==> src/rtl/qpsk_rx_deframer.sv <==
// QPSK receive deframer: collects a block of 2-bit symbols, Hamming(7,4)-decodes each codeword
// and presents the data on a valid/ready port. Define QPSK_RX_ERRCNT_EN to add the err_cnt counter.
module qpsk_rx_deframer #(
  parameter int N_CW      = 4,
  parameter int ERR_CNT_W = 16
) (
  input  logic                 clk,
  input  logic                 rst,
  input  logic                 sym_valid,
  input  logic                 sym_sof,
  input  logic [1:0]           sym_data,
  output logic                 sym_ready,
  output logic                 dec_valid,
  input  logic                 dec_ready,
  output logic [4*N_CW-1:0]    dec_data,
  output logic [N_CW-1:0]      dec_err,
  output logic                 frm_err
`ifdef QPSK_RX_ERRCNT_EN
  ,
  output logic [ERR_CNT_W-1:0] err_cnt
`endif
);

  localparam int BLK_W = 7 * N_CW;
  localparam int SYMS  = BLK_W / 2;
  localparam int CNT_W = $clog2(SYMS);

  if ((N_CW % 2) != 0 || N_CW < 2 || ERR_CNT_W < 1) begin : g_bad_param
    $error("qpsk_rx_deframer: N_CW must be even and >= 2, ERR_CNT_W must be >= 1");
  end

  typedef enum logic [1:0] {
    IDLE    = 2'd0,
    COLLECT = 2'd1,
    DECODE  = 2'd2,
    OUTPUT  = 2'd3
  } state_t;

  state_t             state, state_nxt;
  logic [CNT_W-1:0]   count, count_nxt;
  logic [CNT_W-1:0]   wr_idx;
  logic               wr_en;
  logic               frm_err_nxt;
  logic               load_dec;
  logic [BLK_W-1:0]   block;
  logic [4*N_CW-1:0]  dec_data_nxt;
  logic [N_CW-1:0]    dec_err_nxt;
  logic [6:0]         cw;
  logic [2:0]         syn;

  always_ff @(posedge clk) begin
    if (rst) begin
      state   <= IDLE;
      count   <= '0;
      frm_err <= 1'b0;
    end else begin
      // NOTE: sequential state uses non-blocking assignments so every register samples pre-edge values.
      state   <= state_nxt;
      count   <= count_nxt;
      frm_err <= frm_err_nxt;
    end
  end

  always_comb begin
    // NOTE: every output of this block gets a default first, so no path can infer a latch.
    state_nxt   = state;
    count_nxt   = count;
    frm_err_nxt = 1'b0;
    wr_en       = 1'b0;
    wr_idx      = count;
    load_dec    = 1'b0;
    sym_ready   = 1'b0;
    dec_valid   = 1'b0;

    unique case (state)
      IDLE: begin
        sym_ready = 1'b1;
        if (sym_valid && sym_sof) begin
          wr_en     = 1'b1;
          wr_idx    = '0;
          count_nxt = CNT_W'(1);
          state_nxt = COLLECT;
        end
      end
      COLLECT: begin
        sym_ready = 1'b1;
        if (sym_valid) begin
          wr_en = 1'b1;
          if (sym_sof) begin
            // A new frame start mid-block abandons the partial block and restarts at k=0.
            wr_idx      = '0;
            count_nxt   = CNT_W'(1);
            frm_err_nxt = 1'b1;
          end else if (count == CNT_W'(SYMS - 1)) begin
            count_nxt = '0;
            state_nxt = DECODE;
          end else begin
            count_nxt = count + CNT_W'(1);
          end
        end
      end
      DECODE: begin
        load_dec  = 1'b1;
        state_nxt = OUTPUT;
      end
      OUTPUT: begin
        dec_valid = 1'b1;
        if (dec_ready) state_nxt = IDLE;
      end
      default: state_nxt = IDLE;
    endcase
  end

  // NOTE: the block buffer is pure data that is fully rewritten before each decode, so it has no reset.
  always_ff @(posedge clk) begin
    if (wr_en) block[{wr_idx, 1'b0} +: 2] <= sym_data;
  end

  // Codeword bit j is Hamming position j+1; the syndrome names the flipped position directly.
  always_comb begin
    dec_data_nxt = '0;
    dec_err_nxt  = '0;
    cw           = '0;
    syn          = '0;
    for (int i = 0; i < N_CW; i++) begin
      cw     = block[7*i +: 7];
      syn[0] = cw[0] ^ cw[2] ^ cw[4] ^ cw[6];
      syn[1] = cw[1] ^ cw[2] ^ cw[5] ^ cw[6];
      syn[2] = cw[3] ^ cw[4] ^ cw[5] ^ cw[6];
      if (syn != 3'd0) cw[syn - 3'd1] = ~cw[syn - 3'd1];
      dec_data_nxt[4*i +: 4] = {cw[6], cw[5], cw[4], cw[2]};
      dec_err_nxt[i]         = |syn;
    end
  end

  always_ff @(posedge clk) begin
    if (rst) begin
      dec_data <= '0;
      dec_err  <= '0;
    end else if (load_dec) begin
      dec_data <= dec_data_nxt;
      dec_err  <= dec_err_nxt;
    end
  end

`ifdef QPSK_RX_ERRCNT_EN
  localparam int POP_W = $clog2(N_CW + 1);
  localparam int SUM_W = ERR_CNT_W + 1;

  logic [POP_W-1:0] err_pop;
  logic [SUM_W-1:0] err_sum;

  always_comb begin
    err_pop = '0;
    for (int i = 0; i < N_CW; i++) err_pop = err_pop + POP_W'(dec_err_nxt[i]);
  end

  assign err_sum = {1'b0, err_cnt} + SUM_W'(err_pop);

  // Saturates at all-ones; only rst clears it.
  always_ff @(posedge clk) begin
    if (rst) begin
      err_cnt <= '0;
    end else if (load_dec) begin
      err_cnt <= err_sum[ERR_CNT_W] ? '1 : err_sum[ERR_CNT_W-1:0];
    end
  end
`endif

endmodule
==> config.mk <==
export PLATFORM = sky130hd
export DESIGN_NAME = qpsk_rx_deframer
export DESIGN_NICKNAME = d
export VERILOG_FILES = /design/src/rtl/qpsk_rx_deframer.sv
export SDC_FILE = /design/constraint.sdc
export NUM_CORES = 1
export LEC_CHECK = 0
export CORE_UTILIZATION = 56
export DETAILED_ROUTE_END_ITERATION = 6
export DONT_BUFFER_PORTS = 1
export PLACE_DENSITY = 0.81
export SLEW_MARGIN = 30
export SYNTH_ARGS = -nofsm -noshare
export SYNTH_HDL_FRONTEND = slang
export SYNTH_SLANG_ARGS = --single-unit
==> constraint.sdc <==
create_clock -name clk -period 3.1 [get_ports clk]
set_input_delay 0.465 -clock clk [delete_from_list [all_inputs] [get_ports clk]]
set_output_delay 0.465 -clock clk [all_outputs]
set_load 0.02 [all_outputs]
== Yosys cells after proc, flatten, opt, wreduce, memory -nomap -nowiden ==
Index checks and enable logic that the tools add are counted.
Word-level totals
  register bits after elaboration: 55
  bits of input ports: 7
  output and inout bits: 23
  logic and storage cells: 139
Operators by class
  add/sub/neg operators: 6
  $lt $le $gt $ge: 8
  eq/ne operators: 9
  shift-type cells: 2
  muxes and demuxes: 47
  bitwise logic cells: 42
  reductions and logical operators: 19
Operator list (count)
  XOR 1 bit: 36
  bitwise mux 28 bit: 1
  bitwise mux 7 bit: 4
  two-way mux 4 bit: 7
  two-way mux 7 bit: 4
  variable shift 2 x 7 -> 28 bit, first input constant: 1
  variable part select 2 x 7 -> 28 bit: 1
  less-than comparator 3 x 4 -> 1 bit, second input constant: 4
  case mux 4 bit (2 select lines): 2
  OR reduction 3 bit: 5
  two-way mux 1 bit: 14
  binary-select mux 1 bit (select 3 bit): 4
  demux 1 bit (select 3 bit): 4
  greater-or-equal comparator 3 x 1 -> 1 bit, second input constant: 4
  nonzero test 3 bit: 4
  subtractor 3 x 1 -> 3 bit, second input constant: 4
  two-way mux 2 bit: 5
  != test 2 bit, second input constant: 5
  case mux 2 bit (4 select lines): 1
  negation 5 -> 7 bit: 1
  inverter 1 bit: 6
  logical AND 1 bit: 5
  AND reduction 5 bit: 1
  adder 4 x 1 -> 4 bit, second input constant: 1
  other kinds (8): 9

== Logic depth before layout (Yosys ltp) ==
Gate-level depths: netlist (run 1).
  depth after elaboration: 10
  depth in mapped cells: 12
  depth with buffers taken out: 9

== Worst setup path before layout (run 1) ==
No wires, ideal clock.
  path kind: reg2reg
  start point: reg state[0]
  end point: reg block[14] (enable)
  setup time: 309 ps
  data arrival time: 2247 ps
  required time: 2791 ps
  path slack: 544 ps
  cell stages (with the launch flop): 12
  path buffers: 2
  clock period less this slack: 2556 ps
  cells stage by stage: dfxtp_1 > inv_1 > ha_1 > o211ai_2 > nand2_1 > ha_1 > buf_2 > nor3b_1 > a31oi_1 > or2_0 > clkbuf_1 > nor2_1
Between the ends
  longest elaborated chain between the ends: 2
  elaborated cells on any way between the ends: 3
  those cells by class: eq/ne: 1; mux: 1; reduce/logical: 1
Ends and longest elaborated chain
  start, declared: line 39  | state_t state, state_nxt;
  start signal, assigned: line 58  | state <= state_nxt;
  equality test 2 x 1 -> 1 bit or zero test 2 bit (tied branches): line 75  | unique case (state)
  case mux 1 bit (2 select lines) *: line 75
  end signal, assigned by index: line 116  | if (wr_en) block[{wr_idx, 1'b0} +: 2] <= sym_data;
  end, declared: line 45  | logic [BLK_W-1:0] block;
Every way passes the cells marked *; elsewhere a longest branch is shown, timed or not.
A chain may end at the register's enable or synchronous reset.

== Worst setup path in the final report (run 1) ==
Ends and elaborated chain as after synthesis.

==> out/metrics.yaml, run 1 <==
rsz0062_at_grt: "false"
crit-reg2reg-launch: "state[0]$_SDFFE_PP0P_"
tightestPinTransition_ns: 0.480
nets: 369
fmax_ghz: 0.357
final.setup.worst_slack_ns: 0.297
htreeDepth: 2
drive_above_1_share_pct: 6.43
status: "completed"
p_seq_share_pct: 47.4
dieArea_um2: 6360
cts_buffers: 5
dp_hpwl_um: 4820
fin_total_pwr_mw: 1.98
hold_path.startpoint: "rst"
route.detailed.drc: 0
switching_share_pct: 34.9
path_buf_inv: 1
drt_iter0_drc: 126
clock_sinks: 55
antenna_found_initial: 0
critPathKind: "reg2reg"
cts.path.max_buffers: 2
slowest_delay_ns: 0.37
yosys.area_share.simple_pct: 23.7
synthDistinctLibCells: 49
grt_pass1_wl_um: 11000
die_w_um: 79.7
p_int_mw: 1.29
rows: 27
p_leak_nw: 1.26
crit_chain: "inv_1, ha_1, o211ai_4, nand2_1, ha_1, nor3b_1, a31oi_1, or2_0, nor2_1"
cts_tree: "done"
synth_ff_type: "edfxtp_1"
cellPowerDensity_nw_per_um2: 562
ys_ff_latch: 55
portBuffers: 0
die_height_um: 79.7
period_needed_ns: 2.80
viasPerCell: 6.14
track_usage_pct: 22.2
syn_nets: 377
synth_adder_area_share_pct: 7.76
postCtsSetupBuffers: 0
synthTopCellsByCount: "49 x nor2_1, 28 x edfxtp_1, 27 x dfxtp_1"
synth_area_leaders: "edfxtp_1 25%, dfxtp_1 16%, ha_1 7.8%"
fillers: 480
power_switching_mw: 0.692
r2r-end: "block[14]$_DFFE_PP_"
crit_path_max_fanout: 11
comb_power_share_pct: 29.6
startpoint_type: "flop"
cts-root-buf: "clkbuf_8"
cpMostUsedCell: "ha_1"
ctsResizeCount: 0
synth-xor-area-share_pct: 8.02
hold_viol_final: 0
synth_compound_area_share_pct: 12.2
post-route-period-util_pct: 90.4
slowest_stage: "dfxtp_1"
routed_wl_um: 6520
yosysWarnings: 0
diodes: 0
synthMuxAreaShare_pct: 4.58
rr_worst_depth: 9
pwr-share-clk_pct: 23.0
grt_overflow: 0
hp-class: "in2reg"
area_delta_synth_final_pct: 4.33
drt-wirelength-per-cell_um: 15.7
ctsHoldBuffers: 0
dr.pass1.iters: 4
hold_end: "count[0]$_SDFFE_PP0P_"
initial_core_util_pct: 59.6
setup_viol: 0
drv_slew: 0
finish.utilization_pct: 62.2
syn_inst: 349
fin_tns_setup_ns: 0
ant_nets: 0
synth_top_family_by_area: "simple AND/OR/NAND/NOR gates"
post-place-ws_ns: 0.303
num_vias: 2544
synth.cell_area_um2: 3380
core_region_area_um2: 5680
gp_congestion: 0.783
arrival_ns: 2.82
grt_pass1_vias: 2433
synth-edff-count: 28
yosysSeqAreaShare_pct: 40.8
synth.top_cell.area_share_pct: 24.8
ff2ff_setup_slack_ns: 0.30
fin_skew_ns: 0.0112
grt_max_degree: 42
required_ns: 3.12
worstHoldPathCells: 1
cp-end-kind: "flop"
clk_pin_slew_ns: 0.10
yosys.area.top_type: "edfxtp_1"
synth.most_common_cell: "nor2_1"
drv_cap: 0
top_level_ports: 30
slew-limit-headroom_pct: 67.6
clkLatencyLatePin_ns: 0.30
syn_area_per_cell_um2: 9.70
cp_top_family: "simple AND/OR/NAND/NOR gates"
peakVddDrop_mv: 0.338
async_reset_ff_share_pct: 0
state kept, by name, summed over array words and instances, names as in the netlist:
register  cells
block        28
count         4
dec_data     16
dec_err       4
frm_err       1
state         2
cell type report:
cell class                 instances  area [um^2]  share of cell area (%)
inverter                           7         26.3                   0.744
tap                               72         90.1                    2.55
multi-input combinational        271         1910                    54.2
clock buffer                       7          108                    3.05
clock inverter                     1         5.00                   0.142
timing repair buffer               1         7.51                   0.213
sequential                        55         1380                    39.1
placed cells by master (no fill, tap or decap), types with 16 or more instances in the layout:
master    netlist  routed
xnor2_1        24      24
nor2b_1        19      19
edfxtp_1       28      28
a31oi_1        17      17
o22ai_1        16      16
nor2_1         49      49
and2_1         20      20
dfxtp_1        27      27
ha_1           21      21
kinds of logic (layout without fill, tap and decap cells):
family / count (synthesis) / after routing
adders and majority gates: 21 / 21
AOI/OAI and AO/OA: 59 / 59
and+or+nand+nor: 150 / 150
DFF: 55 / 55
buffers and inverters: 23 / 16
xor gates and xnor gates: 31 / 31
muxes: 10 / 10
power by group through the flow:
stage               clock network [mW]  registers [mW]  logic [mW]
global route                     0.496           0.951       0.658
floorplan                            0           0.928       0.499
detailed placement                   0           0.956       0.572
CTS                              0.472           0.940       0.576
finish                           0.457           0.940       0.586
global placement                     0           0.953       0.551
per-stage QoR:
stage | hold WS, ns | cells | area [um^2]
floorplan | 0.506 | 349 | 3380
global placement | 0.528 | 406 | 3410
detailed placement | 0.542 | 406 | 3410
CTS | 0.218 | 414 | 3520
global route | 0.201 | 414 | 3530
finish | 0.231 | 414 | 3530
worst max-delay path by stage:
stage / start / to / slack, ns / cells after the start
after global placement: state[0]$_SDFFE_PP0P_ / block[14]$_DFFE_PP_ / 0.42 / 9
after detailed placement: state[0]$_SDFFE_PP0P_ / block[15]$_DFFE_PP_ / 0.30 / 9
after floorplan: state[0]$_SDFFE_PP0P_ / block[14]$_DFFE_PP_ / 0.54 / 11
final: state[0]$_SDFFE_PP0P_ / block[14]$_DFFE_PP_ / 0.30 / 9
after global routing: state[0]$_SDFFE_PP0P_ / block[12]$_DFFE_PP_ / 0.04 / 9
after CTS: state[0]$_SDFFE_PP0P_ / block[15]$_DFFE_PP_ / 0.28 / 9
metal layers:
| layer | track usage (%) | wire length (um) | vias up |
|---|---|---|---|
| li1 | - | - | 1247 |
| met5 | 0 | 0 | - |
| met2 | 38.1 | 3200 | 76 |
| met4 | 6.79 | 53 | 0 |
| met3 | 4.80 | 294 | 6 |
| met1 | 27.6 | 2970 | 1215 |
(Power assumes the default switching activity.)
==> run 2: changes to the inputs <==
==> constraint.sdc (replaced) <==
create_clock -name clk -period 2.7 [get_ports clk]
set_input_delay 0.405 -clock clk [delete_from_list [all_inputs] [get_ports clk]]
set_output_delay 0.405 -clock clk [all_outputs]
set_load 0.02 [all_outputs]
==> out/metrics.yaml, run 2 (same netlist as run 1, synthesis figures left out) <==
fillers: 477  # -0.63%
setup_viol: 0  # unchanged
grt_max_degree: 42  # unchanged
dieArea_um2: 6360  # unchanged
fin_total_pwr_mw: 2.26  # +14%
path_buf_inv: 0  # -1
cts_buffers: 5  # unchanged
ctsHoldBuffers: 0  # unchanged
diodes: 0  # unchanged
portBuffers: 0  # unchanged
track_usage_pct: 21.0  # -1.2 points
crit_chain: "xor2_1, xnor2_1, ha_1, ha_1, mux4_2, nand2_1, nand3_1, o22ai_1"
hold_end: "count[0]$_SDFFE_PP0P_"
grt_overflow: 0  # unchanged
cpMostUsedCell: "ha_1"
crit_path_max_fanout: 6  # -5
drv_slew: 0  # unchanged
required_ns: 2.93  # -0.19 ns
drv_cap: 0  # unchanged
cellPowerDensity_nw_per_um2: 635  # +13%
post-place-ws_ns: 0.170  # -0.132 ns
core_region_area_um2: 5680  # unchanged
dr.pass1.iters: 4  # unchanged
fin_skew_ns: 0.00821  # -0.00303 ns
r2r-end: "dec_data[14]$_SDFFE_PP0P_"
num_vias: 2483  # -2.4%
worstHoldPathCells: 1  # unchanged
clock_sinks: 55  # unchanged
crit-reg2reg-launch: "block[25]$_DFFE_PP_"
initial_core_util_pct: 59.6  # unchanged
fin_tns_setup_ns: 0  # unchanged
rr_worst_depth: 8  # -1
cp-end-kind: "flop"
placed_cells: 410  # +0.99%
die_w_um: 79.7  # unchanged
peakVddDrop_mv: 0.356  # +5.3%
gp_congestion: 0.858  # +9.5%
slowest_delay_ns: 0.49  # +0.12 ns
drive_above_1_share_pct: 8.38  # +1.9 points
cp_top_family: "adder cells"
post-route-period-util_pct: 93.2  # +2.7 points
multi_input_area_um2: 1930  # +0.65%
htreeDepth: 2  # unchanged
p_leak_nw: 1.27  # +0.87%
ant_nets: 0  # unchanged
drt-wirelength-per-cell_um: 15.4  # -2.1%
startpoint_type: "flop"
hold_viol_final: 0  # unchanged
critPathKind: "reg2reg"
placed_area_um2: 3440  # +0.88%
rows: 27  # unchanged
routed_wl_um: 6440  # -1.2%
antenna_found_initial: 0  # unchanged
largest_register: "block"
die_height_um: 79.7  # unchanged
arrival_ns: 2.75  # -0.07 ns
clkLatencyLatePin_ns: 0.30  # about the same
most-common-layout-cells: "49 x nor2_1, 28 x edfxtp_1, 27 x dfxtp_1"
clk_pin_slew_ns: 0.09  # about the same
top_level_ports: 30  # unchanged
grt_pass1_vias: 2388  # -1.8%
drt_iter0_drc: 82  # -35%
design_area_um2: 3560  # +0.85%
slowest_stage: "edfxtp_1"
tightestPinTransition_ns: 0.469  # -0.0112 ns
cts.path.max_buffers: 2  # unchanged
grt_pass1_wl_um: 10500  # -5.2%
hp-class: "in2reg"
finish.utilization_pct: 62.7  # +0.53 points
viasPerCell: 5.94  # -3.3%
period_needed_ns: 2.52  # -0.288 ns
fmax_ghz: 0.398  # +11%
rsz0062_at_grt: "false"
stdcell_count: 418  # +0.97%
cts-root-buf: "clkbuf_8"
ff2ff_setup_slack_ns: 0.18  # -0.11 ns
nets: 373  # +1.1%
dp_hpwl_um: 4870  # +1.1%
regArea_um2: 1380  # unchanged
final.setup.worst_slack_ns: 0.185  # -0.112 ns
cts_tree: "done"
area_delta_synth_final_pct: 5.21
reg_top3: "block x28, dec_data x16"
final_common_cell: "nor2_1"
largest_register_ffs: 28  # unchanged
status: "completed"
slew-limit-headroom_pct: 68.7  # +1.0 points
whs_ns: 0.169  # -0.0620 ns
hold_path.startpoint: "rst"
route.detailed.drc: 0  # unchanged
[run 2: cell count changes in the layout (fill, tap and decap cells not counted)]
cell / delta
o211ai_2: +1
buf_4: +4
o211ai_4: -1
clkbuf_8: +1
clkbuf_16: -1
nor4_1: -3
ha_2: +1
clkinv_2: -1
ha_1: -1
clkbuf_1: +1
nor4_2: +3
[run 2: worst max path at each step]
stage / from / end / cells after the start
2_1_floorplan: state[0]$_SDFFE_PP0P_ / block[14]$_DFFE_PP_ / 11
6_report: block[25]$_DFFE_PP_ / dec_data[14]$_SDFFE_PP0P_ / 8
3_3_place_gp: state[0]$_SDFFE_PP0P_ / block[12]$_DFFE_PP_ / 9
5_1_grt: state[1]$_SDFFE_PP0P_ / block[24]$_DFFE_PP_ / 7
4_1_cts: state[0]$_SDFFE_PP0P_ / block[4]$_DFFE_PP_ / 9
3_5_place_dp: state[0]$_SDFFE_PP0P_ / block[4]$_DFFE_PP_ / 9
[run 2: layer usage]
layer | vias up | wire, um | global-route usage, %
li1 | 1249 | - | -
met1 | 1172 | 2950 | 25.9
met2 | 56 | 3200 | 37.5
met3 | 6 | 228 | 4.23
met4 | 0 | 59 | 4.64
met5 | - | 0 | 0
[run 2: power by group]
group	internal [mW]	switching, mW
sequential	0.953	0.116
clock	0.235	0.255
combinational	0.286	0.416
total	1.47	0.787
[run 2: worst reg2reg max path, delay by kind of cell (launching register included)]
kind                     cells  cell delay (ns)
AND/OR/NAND/NOR              2             0.24
multiplexers                 1             0.33
adder cells (fa/ha/maj)      2             0.83
AO/OA/AOI/OAI                1             0.22
flip-flops                   1             0.49
XOR/XNOR                     2             0.33
[run 2: timing repair]
item	4_1_cts	5_1_grt
endpoints found under the setup margin	0	8
setup buffers	0	0
gates resized for setup	0	4
[run 2: area by class of cell]
type                    count  share of cell area, %
clock buffers               8                   2.81
inverters                   7                  0.738
repair buffers              5                   1.05
well taps                  72                   2.53
flip-flops and latches     55                   38.8
multi-input cells         271                   54.1
==> run 3: changes to the inputs <==
--- a/config.mk
+++ b/config.mk
@@ -5,10 +5,10 @@
 export SDC_FILE = /design/constraint.sdc
 export NUM_CORES = 1
 export LEC_CHECK = 0
-export CORE_UTILIZATION = 56
+export CORE_UTILIZATION = 35
 export DETAILED_ROUTE_END_ITERATION = 6
 export DONT_BUFFER_PORTS = 1
-export PLACE_DENSITY = 0.81
+export PLACE_DENSITY = 0.59
 export SLEW_MARGIN = 30
 export SYNTH_ARGS = -nofsm -noshare
 export SYNTH_HDL_FRONTEND = slang
==> out/metrics.yaml, run 3 (same netlist as run 1, synthesis figures left out) <==
setup_viol: 0  # unchanged
dieArea_um2: 10100  # +58%
rows: 35  # +30%
drv_slew: 0  # unchanged
die_w_um: 100  # +26%
final_common_cell: "nor2_1"
track_usage_pct: 14.3  # -6.7 points
top_level_ports: 30  # unchanged
finish.utilization_pct: 38.9  # -24 points
viasPerCell: 5.14  # -13%
grt_pass1_vias: 2371  # -0.71%
hold_viol_final: 0  # unchanged
crit_path_max_fanout: 11  # +5
clk_pin_slew_ns: 0.10  # about the same
slew-limit-headroom_pct: 62.5  # -6.2 points
area_delta_synth_final_pct: 6.69
rsz0062_at_grt: "false"
hp-class: "in2reg"
reg_top3: "block x28, dec_data x16"
diodes: 0  # unchanged
crit_end: "block[21]$_DFFE_PP_"
routed_wl_um: 6710  # +4.3%
post-place-ws_ns: 0.209  # +0.0391 ns
p_leak_nw: 1.27  # about the same
route.detailed.drc: 0  # unchanged
ff2ff_setup_slack_ns: 0.20  # +0.02 ns
crit-reg2reg-launch: "state[0]$_SDFFE_PP0P_"
post-route-period-util_pct: 92.5  # -0.70 points
fin_tns_setup_ns: 0  # unchanged
startpoint: "state[0]$_SDFFE_PP0P_"
clkLatencyLatePin_ns: 0.31  # about the same
critPathKind: "reg2reg"
grt_max_degree: 42  # unchanged
final.setup.worst_slack_ns: 0.204  # +0.0190 ns
grt_pass1_wl_um: 11400  # +9.4%
ant_nets: 0  # unchanged
grt_overflow: 0  # unchanged
arrival_ns: 2.52  # -0.23 ns
largest_register_ffs: 28  # unchanged
antenna_found_initial: 0  # unchanged
cts_buffers: 5  # unchanged
die_height_um: 100  # +26%
cts_tree: "done"
period_needed_ns: 2.50  # -0.0190 ns
fillers: 943  # +98%
required_ns: 2.72  # -0.21 ns
most-common-layout-cells: "48 x nor2_1, 28 x edfxtp_1, 27 x dfxtp_1"
fin_total_pwr_mw: 2.24  # -1.1%
cts-root-buf: "clkbuf_8"
cts.path.max_buffers: 2  # unchanged
drv_cap: 0  # unchanged
dp_hpwl_um: 5010  # +2.9%
fmax_ghz: 0.401  # +0.76%
drt-wirelength-per-cell_um: 14.1  # -8.4%
postCtsSetupBuffers: 0  # unchanged
drt_iter0_drc: 88  # +7.3%
clock_sinks: 55  # unchanged
core_region_area_um2: 9280  # +64%
cp-end-kind: "flop"
num_vias: 2446  # -1.5%
drive_above_1_share_pct: 7.78  # -0.60 points
startpoint_type: "flop"
rr_worst_depth: 9  # +1
fin_skew_ns: 0.0162  # +0.00797 ns
initial_core_util_pct: 36.5  # -23 points
htreeDepth: 2  # unchanged
dr.pass1.iters: 4  # unchanged
largest_register: "block"
r2r-end: "block[21]$_DFFE_PP_"
nets: 374  # +0.27%
portBuffers: 0  # unchanged
tightestPinTransition_ns: 0.557  # +0.0875 ns
status: "completed"
cellPowerDensity_nw_per_um2: 620  # -2.4%
peakVddDrop_mv: 0.280  # -21%
gp_congestion: 0.832  # -3.0%
==> run 3: worst min-delay path by stage <==
| stage | start | depth (start not counted) | slack (ns) | to |
|---|---|---|---|---|
| detailed placement | rst | 1 | 0.48 | count[0]$_SDFFE_PP0P_ |
| finish | rst | 1 | 0.16 | count[0]$_SDFFE_PP0P_ |
| CTS | rst | 1 | 0.14 | count[0]$_SDFFE_PP0P_ |
| global placement | rst | 1 | 0.48 | count[0]$_SDFFE_PP0P_ |
| global route | rst | 1 | 0.13 | count[0]$_SDFFE_PP0P_ |
| floorplan | state[1]$_SDFFE_PP0P_ | 2 | 0.51 | state[1]$_SDFFE_PP0P_ |
==> run 3: critical path, cell delays in order, from the launching register on <==
cell and delay (ns):
dfxtp_1 0.37, inv_1 0.08, ha_1 0.22, o211ai_2 0.20, nand2_1 0.13, ha_1 0.32
nor3b_1 0.24, o21ai_1 0.12, nor4_1 0.32, and2_1 0.22
==> run 3: metrics by stage <==
| stage | area [um^2] | std cells | hold slack (ns) |
|---|---|---|---|
| floorplan | 3380 | 349 | 0.506 |
| global placement | 3520 | 468 | 0.481 |
| CTS | 3610 | 476 | 0.140 |
| global route | 3610 | 476 | 0.130 |
| detailed placement | 3520 | 468 | 0.481 |
| finish | 3610 | 476 | 0.161 |
==> run 3: per-layer routing <==
layer | global-route usage (%) | up-vias | wire (um)
li1 | - | 1256 | -
met1 | 18.6 | 1150 | 3360
met2 | 23.9 | 36 | 3060
met3 | 3.34 | 4 | 246
met4 | 3.34 | 0 | 42
met5 | 0 | - | 0
==> run 3: timing repair <==
item,4_1_cts,5_1_grt
gates resized for setup,0,1
hold endpoints to repair,0,0
hold buffers,0,0
endpoints found under the setup margin,0,1
==> run 3: layout make-up <==
cell class | count | area (um^2) | share of cell area [%]
Multi-Input combinational cell | 271 | 1910 | 52.8
Sequential cell | 55 | 1380 | 38.3
Tap cell | 129 | 161 | 4.47
Clock buffer | 6 | 72.6 | 2.01
Timing Repair Buffer | 6 | 45.0 | 1.25
Inverter | 7 | 26.3 | 0.728
Clock inverter | 2 | 17.5 | 0.485
==> run 3: where the power goes <==
group          switching [mW]  total [mW]  internal (mW)
clock network           0.277       0.464          0.187
logic                   0.423       0.711          0.289
registers               0.109        1.06          0.953
